$ cat config.mk
export PLATFORM = sky130hd
export DESIGN_NAME = write_back_stage_pipelined_flat
export DESIGN_NICKNAME = d
export VERILOG_FILES = /design/src/rtl/write_back_stage_pipelined_pkg.sv /design/src/rtl/write_back_stage_pipelined_if.sv /design/src/rtl/write_back_stage_pipelined_aligner.sv /design/src/rtl/write_back_stage_pipelined.sv /design/src/flat_wrapper.sv
export SDC_FILE = /design/constraint.sdc
export NUM_CORES = 1
export LEC_CHECK = 0
export ABC_CLOCK_PERIOD_IN_PS = 4200
export BUFFER_PORTS_ARGS = -buffer_cell sky130_fd_sc_hd__buf_2
export CAP_MARGIN = 5
export CELL_PAD_IN_SITES_DETAIL_PLACEMENT = 0
export CELL_PAD_IN_SITES_GLOBAL_PLACEMENT = 2
export CORE_ASPECT_RATIO = 1.75
export CORE_MARGIN = 2
export CORE_UTILIZATION = 39
export CTS_BUF_LIST = sky130_fd_sc_hd__clkbuf_4 sky130_fd_sc_hd__clkbuf_8
export CTS_CLUSTER_DIAMETER = 50
export DETAILED_ROUTE_END_ITERATION = 7
export GPL_TIMING_DRIVEN = 0
export HOLD_SLACK_MARGIN = 0.05
export PLACE_DENSITY = 0.95
export SLEW_MARGIN = 20
export SYNTH_ARGS = -nofsm -noshare
export SYNTH_HDL_FRONTEND = slang
export SYNTH_HIERARCHICAL = 1
export SYNTH_SLANG_ARGS = --single-unit
export TNS_END_PERCENT = 20
$ cat constraint.sdc
create_clock -name CLK -period 4.2 [get_ports CLK]
set_input_delay 0.42 -clock CLK [delete_from_list [all_inputs] [get_ports CLK]]
set_output_delay 0.42 -clock CLK [all_outputs]
set_load 0.02 [all_outputs]
$ cat src/rtl/write_back_stage_pipelined_pkg.sv
// Shared encodings for the write-back stage: result-source selects and load funct3 codes.
package riscv_wb_pkg;

    localparam int WB_ALU  = 0;
    localparam int WB_LOAD = 1;
    localparam int WB_PC4  = 2;
    localparam int WB_CSR  = 3;

    localparam logic [2:0] F3_LB  = 3'd0;
    localparam logic [2:0] F3_LH  = 3'd1;
    localparam logic [2:0] F3_LW  = 3'd2;
    localparam logic [2:0] F3_LD  = 3'd3;
    localparam logic [2:0] F3_LBU = 3'd4;
    localparam logic [2:0] F3_LHU = 3'd5;
    localparam logic [2:0] F3_LWU = 3'd6;

endpackage

$ cat src/rtl/write_back_stage_pipelined_if.sv
// MEM->WB capture bus plus the register-file / retire outputs of the write-back stage.
interface write_back_stage_pipelined_if #(
    parameter int DATA_WIDTH     = 32,
    parameter int REG_ADDR_WIDTH = 5,
    parameter int WB_SEL_WIDTH   = 2,
    parameter int INSTRET_WIDTH  = 64
);
    localparam int OFF_W = $clog2(DATA_WIDTH / 8);

    logic                      STALL;
    logic                      FLUSH;
    logic                      VALID_IN;
    logic                      REG_WRITE_IN;
    logic [REG_ADDR_WIDTH-1:0] RD_ADDR_IN;
    logic [WB_SEL_WIDTH-1:0]   WB_SEL_IN;
    logic [2:0]                LOAD_TYPE_IN;
    logic [OFF_W-1:0]          BYTE_OFFSET_IN;
    logic [DATA_WIDTH-1:0]     ALU_RESULT_IN;
    logic [DATA_WIDTH-1:0]     MEM_DATA_IN;
    logic [DATA_WIDTH-1:0]     PC_PLUS_4_IN;
    logic [DATA_WIDTH-1:0]     CSR_DATA_IN;

    logic                      RD_WRITE_EN_OUT;
    logic [REG_ADDR_WIDTH-1:0] RD_ADDR_OUT;
    logic [DATA_WIDTH-1:0]     RD_DATA_OUT;
    logic                      VALID_OUT;
    logic                      RETIRE_OUT;
    logic                      MISALIGNED_OUT;
    logic [INSTRET_WIDTH-1:0]  INSTRET_OUT;

    modport master (
        output STALL, FLUSH, VALID_IN, REG_WRITE_IN, RD_ADDR_IN, WB_SEL_IN, LOAD_TYPE_IN,
               BYTE_OFFSET_IN, ALU_RESULT_IN, MEM_DATA_IN, PC_PLUS_4_IN, CSR_DATA_IN,
        input  RD_WRITE_EN_OUT, RD_ADDR_OUT, RD_DATA_OUT, VALID_OUT, RETIRE_OUT,
               MISALIGNED_OUT, INSTRET_OUT
    );

    modport slave (
        input  STALL, FLUSH, VALID_IN, REG_WRITE_IN, RD_ADDR_IN, WB_SEL_IN, LOAD_TYPE_IN,
               BYTE_OFFSET_IN, ALU_RESULT_IN, MEM_DATA_IN, PC_PLUS_4_IN, CSR_DATA_IN,
        output RD_WRITE_EN_OUT, RD_ADDR_OUT, RD_DATA_OUT, VALID_OUT, RETIRE_OUT,
               MISALIGNED_OUT, INSTRET_OUT
    );

endinterface

$ cat src/rtl/write_back_stage_pipelined_aligner.sv
// Load-data aligner: shifts the memory word down to the accessed byte lane and
// sign/zero-extends per funct3; also reports natural-alignment violations.
module load_data_aligner
    import riscv_wb_pkg::*;
#(
    parameter int DATA_WIDTH = 32,
    localparam int OFF_W     = $clog2(DATA_WIDTH / 8)
) (
    input  logic [DATA_WIDTH-1:0] data,
    input  logic [OFF_W-1:0]      offset,
    input  logic [2:0]            load_type,
    output logic [DATA_WIDTH-1:0] aligned,
    output logic                  misaligned
);

    logic [DATA_WIDTH-1:0] shifted;

    assign shifted = data >> {offset, 3'b000};

    always_comb begin
        aligned    = '0;
        misaligned = 1'b0;
        case (load_type)
            F3_LB:  aligned = DATA_WIDTH'($signed(shifted[7:0]));
            F3_LBU: aligned = DATA_WIDTH'(shifted[7:0]);
            F3_LH: begin
                aligned    = DATA_WIDTH'($signed(shifted[15:0]));
                misaligned = offset[0];
            end
            F3_LHU: begin
                aligned    = DATA_WIDTH'(shifted[15:0]);
                misaligned = offset[0];
            end
            F3_LW: begin
                aligned    = DATA_WIDTH'($signed(shifted[31:0]));
                misaligned = (offset[1:0] != 2'b00);
            end
            // LWU and LD only exist on RV64; on RV32 they decode to nothing.
            F3_LWU: begin
                if (DATA_WIDTH == 64) begin
                    aligned    = DATA_WIDTH'(shifted[31:0]);
                    misaligned = (offset[1:0] != 2'b00);
                end
            end
            F3_LD: begin
                if (DATA_WIDTH == 64) begin
                    aligned    = shifted;
                    misaligned = (offset != '0);
                end
            end
            default: aligned = '0;
        endcase
    end

endmodule

$ cat src/rtl/write_back_stage_pipelined.sv
// MEM/WB stage register with registered-select write-back mux, load alignment,
// stall/flush control and a retired-instruction counter.
module write_back_stage_pipelined
    import riscv_wb_pkg::*;
#(
    parameter int DATA_WIDTH     = 32,
    parameter int REG_ADDR_WIDTH = 5,
    parameter int WB_SEL_WIDTH   = 2,
    parameter int INSTRET_WIDTH  = 64
) (
    input logic                         CLK,
    input logic                         RESET_N,
    write_back_stage_pipelined_if.slave wb
);

    localparam int OFF_W = $clog2(DATA_WIDTH / 8);

    logic                      valid_q, valid_d;
    logic                      fresh_q, fresh_d;
    logic                      reg_write_q, reg_write_d;
    logic [REG_ADDR_WIDTH-1:0] rd_addr_q, rd_addr_d;
    logic [WB_SEL_WIDTH-1:0]   wb_sel_q, wb_sel_d;
    logic [2:0]                load_type_q, load_type_d;
    logic [OFF_W-1:0]          byte_offset_q, byte_offset_d;
    logic [DATA_WIDTH-1:0]     alu_q, alu_d;
    logic [DATA_WIDTH-1:0]     mem_q, mem_d;
    logic [DATA_WIDTH-1:0]     pc4_q, pc4_d;
    logic [DATA_WIDTH-1:0]     csr_q, csr_d;
    logic [INSTRET_WIDTH-1:0]  instret_q, instret_d;

    logic                      capture;
    logic                      retire;
    logic                      is_load;
    logic                      load_mis;
    logic                      misaligned;
    logic [DATA_WIDTH-1:0]     load_data;
    logic [DATA_WIDTH-1:0]     rd_data;

    assign capture = ~wb.STALL;
    assign retire  = valid_q & fresh_q;

    always_comb begin
        reg_write_d   = reg_write_q;
        rd_addr_d     = rd_addr_q;
        wb_sel_d      = wb_sel_q;
        load_type_d   = load_type_q;
        byte_offset_d = byte_offset_q;
        alu_d         = alu_q;
        mem_d         = mem_q;
        pc4_d         = pc4_q;
        csr_d         = csr_q;
        if (capture) begin
            reg_write_d   = wb.REG_WRITE_IN;
            rd_addr_d     = wb.RD_ADDR_IN;
            wb_sel_d      = wb.WB_SEL_IN;
            load_type_d   = wb.LOAD_TYPE_IN;
            byte_offset_d = wb.BYTE_OFFSET_IN;
            alu_d         = wb.ALU_RESULT_IN;
            mem_d         = wb.MEM_DATA_IN;
            pc4_d         = wb.PC_PLUS_4_IN;
            csr_d         = wb.CSR_DATA_IN;
        end
        // FLUSH wins over STALL: a held instruction is dropped even while stalled.
        valid_d   = capture ? (wb.VALID_IN & ~wb.FLUSH) : (valid_q & ~wb.FLUSH);
        // Fresh marks the first cycle an instruction sits here so it retires once.
        fresh_d   = capture & wb.VALID_IN & ~wb.FLUSH;
        instret_d = instret_q + INSTRET_WIDTH'(retire);
    end

    always_ff @(posedge CLK or negedge RESET_N) begin
        if (!RESET_N) begin
            valid_q       <= 1'b0;
            fresh_q       <= 1'b0;
            reg_write_q   <= 1'b0;
            rd_addr_q     <= '0;
            wb_sel_q      <= '0;
            load_type_q   <= '0;
            byte_offset_q <= '0;
            alu_q         <= '0;
            mem_q         <= '0;
            pc4_q         <= '0;
            csr_q         <= '0;
            instret_q     <= '0;
        end else begin
            valid_q       <= valid_d;
            fresh_q       <= fresh_d;
            reg_write_q   <= reg_write_d;
            rd_addr_q     <= rd_addr_d;
            wb_sel_q      <= wb_sel_d;
            load_type_q   <= load_type_d;
            byte_offset_q <= byte_offset_d;
            alu_q         <= alu_d;
            mem_q         <= mem_d;
            pc4_q         <= pc4_d;
            csr_q         <= csr_d;
            instret_q     <= instret_d;
        end
    end

    load_data_aligner #(.DATA_WIDTH(DATA_WIDTH)) u_aligner (
        .data       (mem_q),
        .offset     (byte_offset_q),
        .load_type  (load_type_q),
        .aligned    (load_data),
        .misaligned (load_mis)
    );

    // Unused select codes beyond CSR write zero.
    always_comb begin
        rd_data = '0;
        if (wb_sel_q == WB_SEL_WIDTH'(WB_ALU))       rd_data = alu_q;
        else if (wb_sel_q == WB_SEL_WIDTH'(WB_LOAD)) rd_data = load_data;
        else if (wb_sel_q == WB_SEL_WIDTH'(WB_PC4))  rd_data = pc4_q;
        else if (wb_sel_q == WB_SEL_WIDTH'(WB_CSR))  rd_data = csr_q;
    end

    assign is_load    = (wb_sel_q == WB_SEL_WIDTH'(WB_LOAD));
    assign misaligned = valid_q & is_load & load_mis;

    assign wb.RD_WRITE_EN_OUT = valid_q & reg_write_q & (rd_addr_q != '0) & ~misaligned;
    assign wb.RD_ADDR_OUT     = rd_addr_q;
    assign wb.RD_DATA_OUT     = rd_data;
    assign wb.VALID_OUT       = valid_q;
    assign wb.RETIRE_OUT      = retire;
    assign wb.MISALIGNED_OUT  = misaligned;
    assign wb.INSTRET_OUT     = instret_q;

endmodule

$ cat src/flat_wrapper.sv
// flat-port wrapper written by rule: the top's interface ports become plain ports
module write_back_stage_pipelined_flat import riscv_wb_pkg::*;
#(
    parameter int DATA_WIDTH     = 32,
    parameter int REG_ADDR_WIDTH = 5,
    parameter int WB_SEL_WIDTH   = 2,
    parameter int INSTRET_WIDTH  = 64
)
  (CLK, RESET_N, wb_STALL, wb_FLUSH, wb_VALID_IN, wb_REG_WRITE_IN, wb_RD_ADDR_IN, wb_WB_SEL_IN, wb_LOAD_TYPE_IN, wb_BYTE_OFFSET_IN, wb_ALU_RESULT_IN, wb_MEM_DATA_IN, wb_PC_PLUS_4_IN, wb_CSR_DATA_IN, wb_RD_WRITE_EN_OUT, wb_RD_ADDR_OUT, wb_RD_DATA_OUT, wb_VALID_OUT, wb_RETIRE_OUT, wb_MISALIGNED_OUT, wb_INSTRET_OUT);
  write_back_stage_pipelined_if #(.DATA_WIDTH(DATA_WIDTH), .REG_ADDR_WIDTH(REG_ADDR_WIDTH), .WB_SEL_WIDTH(WB_SEL_WIDTH), .INSTRET_WIDTH(INSTRET_WIDTH)) wb_i ();
  input logic CLK;
  input logic RESET_N;
  input wire logic [$bits(wb_i.STALL)-1:0] wb_STALL;
  input wire logic [$bits(wb_i.FLUSH)-1:0] wb_FLUSH;
  input wire logic [$bits(wb_i.VALID_IN)-1:0] wb_VALID_IN;
  input wire logic [$bits(wb_i.REG_WRITE_IN)-1:0] wb_REG_WRITE_IN;
  input wire logic [$bits(wb_i.RD_ADDR_IN)-1:0] wb_RD_ADDR_IN;
  input wire logic [$bits(wb_i.WB_SEL_IN)-1:0] wb_WB_SEL_IN;
  input wire logic [$bits(wb_i.LOAD_TYPE_IN)-1:0] wb_LOAD_TYPE_IN;
  input wire logic [$bits(wb_i.BYTE_OFFSET_IN)-1:0] wb_BYTE_OFFSET_IN;
  input wire logic [$bits(wb_i.ALU_RESULT_IN)-1:0] wb_ALU_RESULT_IN;
  input wire logic [$bits(wb_i.MEM_DATA_IN)-1:0] wb_MEM_DATA_IN;
  input wire logic [$bits(wb_i.PC_PLUS_4_IN)-1:0] wb_PC_PLUS_4_IN;
  input wire logic [$bits(wb_i.CSR_DATA_IN)-1:0] wb_CSR_DATA_IN;
  output wire logic [$bits(wb_i.RD_WRITE_EN_OUT)-1:0] wb_RD_WRITE_EN_OUT;
  output wire logic [$bits(wb_i.RD_ADDR_OUT)-1:0] wb_RD_ADDR_OUT;
  output wire logic [$bits(wb_i.RD_DATA_OUT)-1:0] wb_RD_DATA_OUT;
  output wire logic [$bits(wb_i.VALID_OUT)-1:0] wb_VALID_OUT;
  output wire logic [$bits(wb_i.RETIRE_OUT)-1:0] wb_RETIRE_OUT;
  output wire logic [$bits(wb_i.MISALIGNED_OUT)-1:0] wb_MISALIGNED_OUT;
  output wire logic [$bits(wb_i.INSTRET_OUT)-1:0] wb_INSTRET_OUT;
  assign wb_i.STALL = wb_STALL;
  assign wb_i.FLUSH = wb_FLUSH;
  assign wb_i.VALID_IN = wb_VALID_IN;
  assign wb_i.REG_WRITE_IN = wb_REG_WRITE_IN;
  assign wb_i.RD_ADDR_IN = wb_RD_ADDR_IN;
  assign wb_i.WB_SEL_IN = wb_WB_SEL_IN;
  assign wb_i.LOAD_TYPE_IN = wb_LOAD_TYPE_IN;
  assign wb_i.BYTE_OFFSET_IN = wb_BYTE_OFFSET_IN;
  assign wb_i.ALU_RESULT_IN = wb_ALU_RESULT_IN;
  assign wb_i.MEM_DATA_IN = wb_MEM_DATA_IN;
  assign wb_i.PC_PLUS_4_IN = wb_PC_PLUS_4_IN;
  assign wb_i.CSR_DATA_IN = wb_CSR_DATA_IN;
  assign wb_RD_WRITE_EN_OUT = wb_i.RD_WRITE_EN_OUT;
  assign wb_RD_ADDR_OUT = wb_i.RD_ADDR_OUT;
  assign wb_RD_DATA_OUT = wb_i.RD_DATA_OUT;
  assign wb_VALID_OUT = wb_i.VALID_OUT;
  assign wb_RETIRE_OUT = wb_i.RETIRE_OUT;
  assign wb_MISALIGNED_OUT = wb_i.MISALIGNED_OUT;
  assign wb_INSTRET_OUT = wb_i.INSTRET_OUT;
  write_back_stage_pipelined #(.DATA_WIDTH(DATA_WIDTH), .REG_ADDR_WIDTH(REG_ADDR_WIDTH), .WB_SEL_WIDTH(WB_SEL_WIDTH), .INSTRET_WIDTH(INSTRET_WIDTH)) u_core (.CLK(CLK), .RESET_N(RESET_N), .wb(wb_i));
endmodule
After elaboration in Yosys (flattened, before gate mapping)
Cells that the tools add are included.
{ "totals": {"latch_bits": 0, "memories": 0, "inputBits": 146, "out_inout_bits": 105, "ram_bits": 0, "register_bits": 207, "rom_bits": 0} }
{ "op_classes": {"div_mod_pow": 0, "add_sub_neg": 1, "n_reduce_logical": 5, "n_bitwise": 13, "eq_ne": 7, "mux": 7, "multipliers": 0, "order_cmp": 0, "shift": 1} }
{ "ops": {"columns": ["operator", "count"], "rows": [
  ["one-hot mux 32 bit (5 select lines)", 1],
  ["2-to-1 mux 32 bit", 4],
  ["adder 64 x 1 -> 64 bit", 1],
  ["right shift 32 x 5 -> 32 bit", 1],
  ["bitwise AND 1 bit", 10],
  ["equality test 3 bit (second input constant)", 2],
  ["nonzero test 5 bit", 1],
  ["equality test 2 bit (second input constant)", 2],
  ["equality test 3 x 1 -> 1 bit (second input constant)", 1],
  ["equality test 3 x 2 -> 1 bit (second input constant)", 1],
  ["logical NOT 3 bit", 1],
  ["inverter 1 bit", 3],
  ["equality test 2 x 1 -> 1 bit (second input constant)", 1],
  ["logical NOT 2 bit", 1],
  ["one-hot mux 1 bit (2 select lines)", 1],
  ["nonzero test 2 bit", 1],
  ["OR reduction 2 bit", 1],
  ["2-to-1 mux 1 bit", 1]
]} }

Depth between registers and ports, before layout
{ "depth": {"depth_word": 6, "ltp_mapped": 8, "depth_no_buf": 8} }

By module
Netlist, hierarchy kept.
{ "by_module_without_submodules": {"columns": ["module", "n_inst", "seq_area_each_um2", "area_per_inst_um2", "cells_each"], "rows": [
  ["write_back_stage_pipelined", 1, 5180.0, 9029.9, 633],
  ["load_data_aligner", 1, 0.0, 813.3, 124]
]} }

Least setup slack after synthesis
OpenSTA, ideal clock, no wires.
{ "synth_path": {"kind": "register to register", "startpoint": "reg u_core.valid_q, in the netlist u_core/wb.VALID_OUT", "endpoint": "reg u_core.instret_q[53], in the netlist u_core/wb.INSTRET_OUT[53]", "path_slack_ns": 1.762, "path_stages_with_launch": 9, "period_less_slack_ns": 2.438, "t_arrival_ns": 2.359, "setup_time_ns": 0.080, "cell_sequence": "dfrtp_1 > and2_1 > ha_1 > nand4_2 > or2_1 > buf_6 > or4_4 > nor4_4 > xor2_1"} }
{ "synth_via": {"elab_chain_len": 2} }
{ "synth_lines": {"columns": ["element", "line", "rtl"], "rows": [
  ["start, declared", "write_back_stage_pipelined.sv:18", "logic valid_q, valid_d;"],
  ["start signal, assigned", "write_back_stage_pipelined.sv:85", "valid_q <= valid_d;"],
  ["bitwise AND 1 bit", "write_back_stage_pipelined.sv:40", "assign retire = valid_q & fresh_q;"],
  ["net wb_RETIRE_OUT", "flat_wrapper.sv:29", "output wire logic [$bits(wb_i.RETIRE_OUT)-1:0] wb_RETIRE_OUT;"],
  ["adder 64 x 1 -> 64 bit", "write_back_stage_pipelined.sv:67", "instret_d = instret_q + INSTRET_WIDTH'(retire);"],
  ["net u_core.instret_d[53]", "write_back_stage_pipelined.sv:29", "logic [INSTRET_WIDTH-1:0] instret_q, instret_d;"],
  ["end signal, assigned", "write_back_stage_pipelined.sv:96", "instret_q <= instret_d;"],
  ["end, declared", "write_back_stage_pipelined.sv:29", null]
]} }
The timed path passes the listed nets, and every way through them passes these cells.
A chain may end at the register's enable or synchronous reset.

Final worst setup path
{ "layout_path": {"startpoint": "reg u_core.byte_offset_q[0]", "endpoint": "out wb_RD_DATA_OUT[15]"} }
{ "layout_via": {"elab_chain_len": 4} }
{ "layout_lines": {"columns": ["element", "line", "rtl"], "rows": [
  ["start, declared", "write_back_stage_pipelined.sv:24", "logic [OFF_W-1:0] byte_offset_q, byte_offset_d;"],
  ["start signal, assigned", "write_back_stage_pipelined.sv:91", "byte_offset_q <= byte_offset_d;"],
  ["right shift 32 x 5 -> 32 bit", "write_back_stage_pipelined_aligner.sv:18", "assign shifted = data >> {offset, 3'b000};"],
  ["one-hot mux 32 bit (5 select lines)", "write_back_stage_pipelined_aligner.sv:23", "case (load_type)"],
  ["net u_core.load_data[15]", "write_back_stage_pipelined.sv:36", "logic [DATA_WIDTH-1:0] load_data;"],
  ["2-to-1 mux 32 bit", "write_back_stage_pipelined.sv:112", "else if (wb_sel_q == WB_SEL_WIDTH'(WB_LOAD)) rd_data = load_data;"],
  ["2-to-1 mux 32 bit", "write_back_stage_pipelined.sv:111", "if (wb_sel_q == WB_SEL_WIDTH'(WB_ALU)) rd_data = alu_q;"],
  ["end, declared", "flat_wrapper.sv:27", "output wire logic [$bits(wb_i.RD_DATA_OUT)-1:0] wb_RD_DATA_OUT;"]
]} }
The timed path passes the listed nets, and every way through them passes these cells.

==> run_results.csv <==
group,metric,value,unit
synth,ys_top_cells_by_area,"dfrtp_1 53%, mux2_2 16%, mux4_2 7.3%, xor2_1 2.9%, xnor2_1 2.6%",
routing,first_iter_violations,325,
synth,ys_ff_latch,207,
setup_path,critPathLaunchType,"flip-flop",
clock_tree,cts_tree,"done",
floorplanning,dieArea,26580,sq um
pwr,powerDensity,404.8,nW/um^2
timing,fmax,278.4,MHz
routing,wl,29.16,mm
synth,netlist_area,9843,sq um
cells_and_area,nNetsFinal,1196,
timing,rsz0062_at_grt,"false",
global_routing,met1_usage,0.2084,
synth,synth_edf_count,0,
clock_tree,cts-root-buf,"clkbuf_8",
synth,synth_top_cell_area_share,0.5262,
timing,setup_slack,0.6085,ns
global_routing,grt_antenna_before_repair,13,
synth,synth_most_common_cell,"dfrtp_1",
setup_path,crit_type,"flip-flop to output port",
cells_and_area,area_delta_synth_final,25.23,%
global_routing,grt_first_pass_wirelength,44.38,mm
synth,synth.distinct_cells,46,
setup_path,cp-end-kind,"output port",
routing,viasPerCell,5.211,
timing,hold_viol,0,
floorplanning,rows,77,
timing,relSlewSlack,0.3417,
floorplanning,start_util,0.3930,
placement,dpl.hpwl,22.61,mm
cells_and_area,final_util,0.4921,
synth,ys_warn_count,6,
synth,ys.flop_type,"dfrtp_1",
clock_tree,clock_latency,0.53,ns
global_routing,grt_usage,0.2225,
setup_path,crit_fanout,10,
placement,gp_congestion,0.9239,
clock_tree,clk_pin_slew,0.07,ns
synth,async_flop_share,1.000,
cells_and_area,final_layout_size_suffix_gt1_frac,0.4777,
synth,synth_nets,905,
clock_tree,cts.sinks,207,
routing,dr.pass1.iters,4,
timing,setup_violations,0,
clock_tree,cts.path.max_buffers,3,
placement,dp.cells,1324,
global_routing,gr-total-overflow,0,
routing,drc_errors,0,
cells_and_area,layoutNonFillerInstCount,1395,
clock_tree,cts_inserted_buffers,36,
routing,postRouteAntennaNets,0,
floorplanning,num_io_pins,251,
timing,period_minus_slack,3.592,ns
pwr,leakage,5.833,nW
run,cap_violations,0,
setup_path,required,3.78,ns
timing,maxSlewViolCount,0,
hold_path,hold_class,"input port to flip-flop",
cells_and_area,seq_area,5180,sq um
global_routing,first_global_vias,7884,
routing,wire_per_inst,20.90,microns
synth,synthCells,757,
floorplanning,coreArea,25050,sq um
floorplanning,die_y,214.2,microns
pwr,power,0.004991,W
floorplanning,die_x,124.1,microns
timing,worst_pin_slew,0.9784,ns
placement,portBuffers,249,
placement,dp_slack,1.152,ns
global_routing,grt_use_met3,0.06436,
synth,synth_common_cells,"207 x dfrtp_1, 142 x mux2_2, 58 x nand2_1",
pwr,vdd_drop_max,0.0002303,V
routing,vias,7269,
synth,synth_area_per_cell,13.00,sq um
global_routing,grt_util_met2,0.4228,
synth,yosysSeqAreaShare,0.5262,
global_routing,grt.busiest_layer,"met2",
cells_and_area,multi_input_area,4463,sq um
timing,fin_crit_sh,0.8551,
global_routing,grt_max_degree,97,
timing,tns,0,ns
clock_tree,htree_levels,2,
cells_and_area,fillers,2337,
synth,yosysTopAreaCell,"dfrtp_1",
timing,skew,0.01326,ns
status,status,"finished, final reports clean",
setup_path,arrival,3.17,ns
==> metal layers <==
layer	wire length [microns]	vias up
li1	-	3336
met1	9254	3587
met2	16340	245
met3	2109	85
met4	1360	16
met5	92	-
==> worst paths after layout <==
| check | from | endpoint | slack (ns) | depth (start not counted) |
|---|---|---|---|---|
| hold / removal | wb_ALU_RESULT_IN[5] | u_core/alu_q[5] | 0.11 | 2 |
| max in group asynchronous | RESET_N | u_core/wb.INSTRET_OUT[45] | 3.14 | 3 |
| hold reg to reg | u_core/wb.INSTRET_OUT[63] | u_core/wb.INSTRET_OUT[63] | 0.47 | 1 |
| min in group asynchronous | RESET_N | u_core/mem_q[15] | 0.30 | 2 |
| setup reg to reg | u_core/wb.VALID_OUT | u_core/wb.INSTRET_OUT[54] | 1.21 | 8 |
| setup / recovery | u_core/byte_offset_q[0] | wb_RD_DATA_OUT[15] | 0.61 | 7 |
==> cells by family after synthesis <==
logic type | synth area share
xor gates and xnor gates | 0.05517
muxes | 0.2550
adders and majority gates | 0.002542
buffers and inverters | 0.02034
DFF | 0.5262
AOI/OAI and AO/OA | 0.03152
and+or+nand+nor | 0.1092
==> critical path, cell delays in order, from the launching register on <==
cell and delay, ns:
dfrtp_1 0.37, buf_6 0.16, mux2i_1 0.40, nor3b_1 0.10, o21ai_1 0.59, nand2_1 0.31, mux4_2 0.53, buf_2 0.18
==> cell usage in the layout (no fill, tap or decap), types with 2 or more instances in the layout <==
master	instances
and2_1	4
clkbuf_1	25
clkinv_2	5
nand4_1	23
nor4_2	2
nand2b_1	6
buf_6	3
nor4_1	9
nor2b_1	10
xnor2_1	29
nand3_1	24
o2bb2ai_1	6
inv_1	6
o21ai_0	14
o21ai_2	2
buf_16	2
xor2_1	33
and3_1	10
nor2_1	27
ha_1	2
mux2i_1	19
dlygate4sd3_1	2
clkbuf_8	44
a21oi_1	2
buf_2	255
clkbuf_4	14
mux2_2	142
nand2_1	58
dfrtp_1	207
a211oi_1	15
diode_2	5
mux4_2	32
or2_2	2
buf_1	2
nor3_1	19
==> state kept, by name, indices dropped and copies added, names as in the netlist <==
register,flops
u_core/pc4_q,32
u_core/byte_offset_q,2
u_core/wb.VALID_OUT,1
u_core/load_type_q,3
u_core/reg_write_q,1
u_core/alu_q,32
u_core/mem_q,32
u_core/wb_sel_q,2
u_core/fresh_q,1
u_core/wb.RD_ADDR_OUT,5
u_core/wb.INSTRET_OUT,64
u_core/csr_q,32
==> through the flow <==
step | hold slack, ns | area [sq um]
after CTS | 0.06894 | 12310
after detailed placement | 0.2669 | 11550
after global placement | 0.4552 | 11480
final | 0.1083 | 12330
after floorplan | 0.1244 | 9843
after global routing | 0.08175 | 12320
==> power by group <==
part | switching, W | internal (W) | total, W
clock | 0.000827 | 0.00107 | 0.00190
sequential | 0.0000954 | 0.00214 | 0.00224
combinational | 0.000452 | 0.000400 | 0.000853
==> cell type report <==
type	count	share of cell area
sequential	207	0.4202
multi-input combinational	506	0.3621
timing repair buffer	253	0.1080
clock buffer	58	0.05765
tap	316	0.03207
buffer	38	0.01441
clock inverter	6	0.002741
inverter	6	0.001827
antenna	5	0.001015
==> repair_timing <==
action,4_1_cts,5_1_grt
hold buffers,2,0
setup buffers,0,0
resized for setup,0,0
endpoints found under the hold margin,45,0
Power figures use the tool's default switching activity.
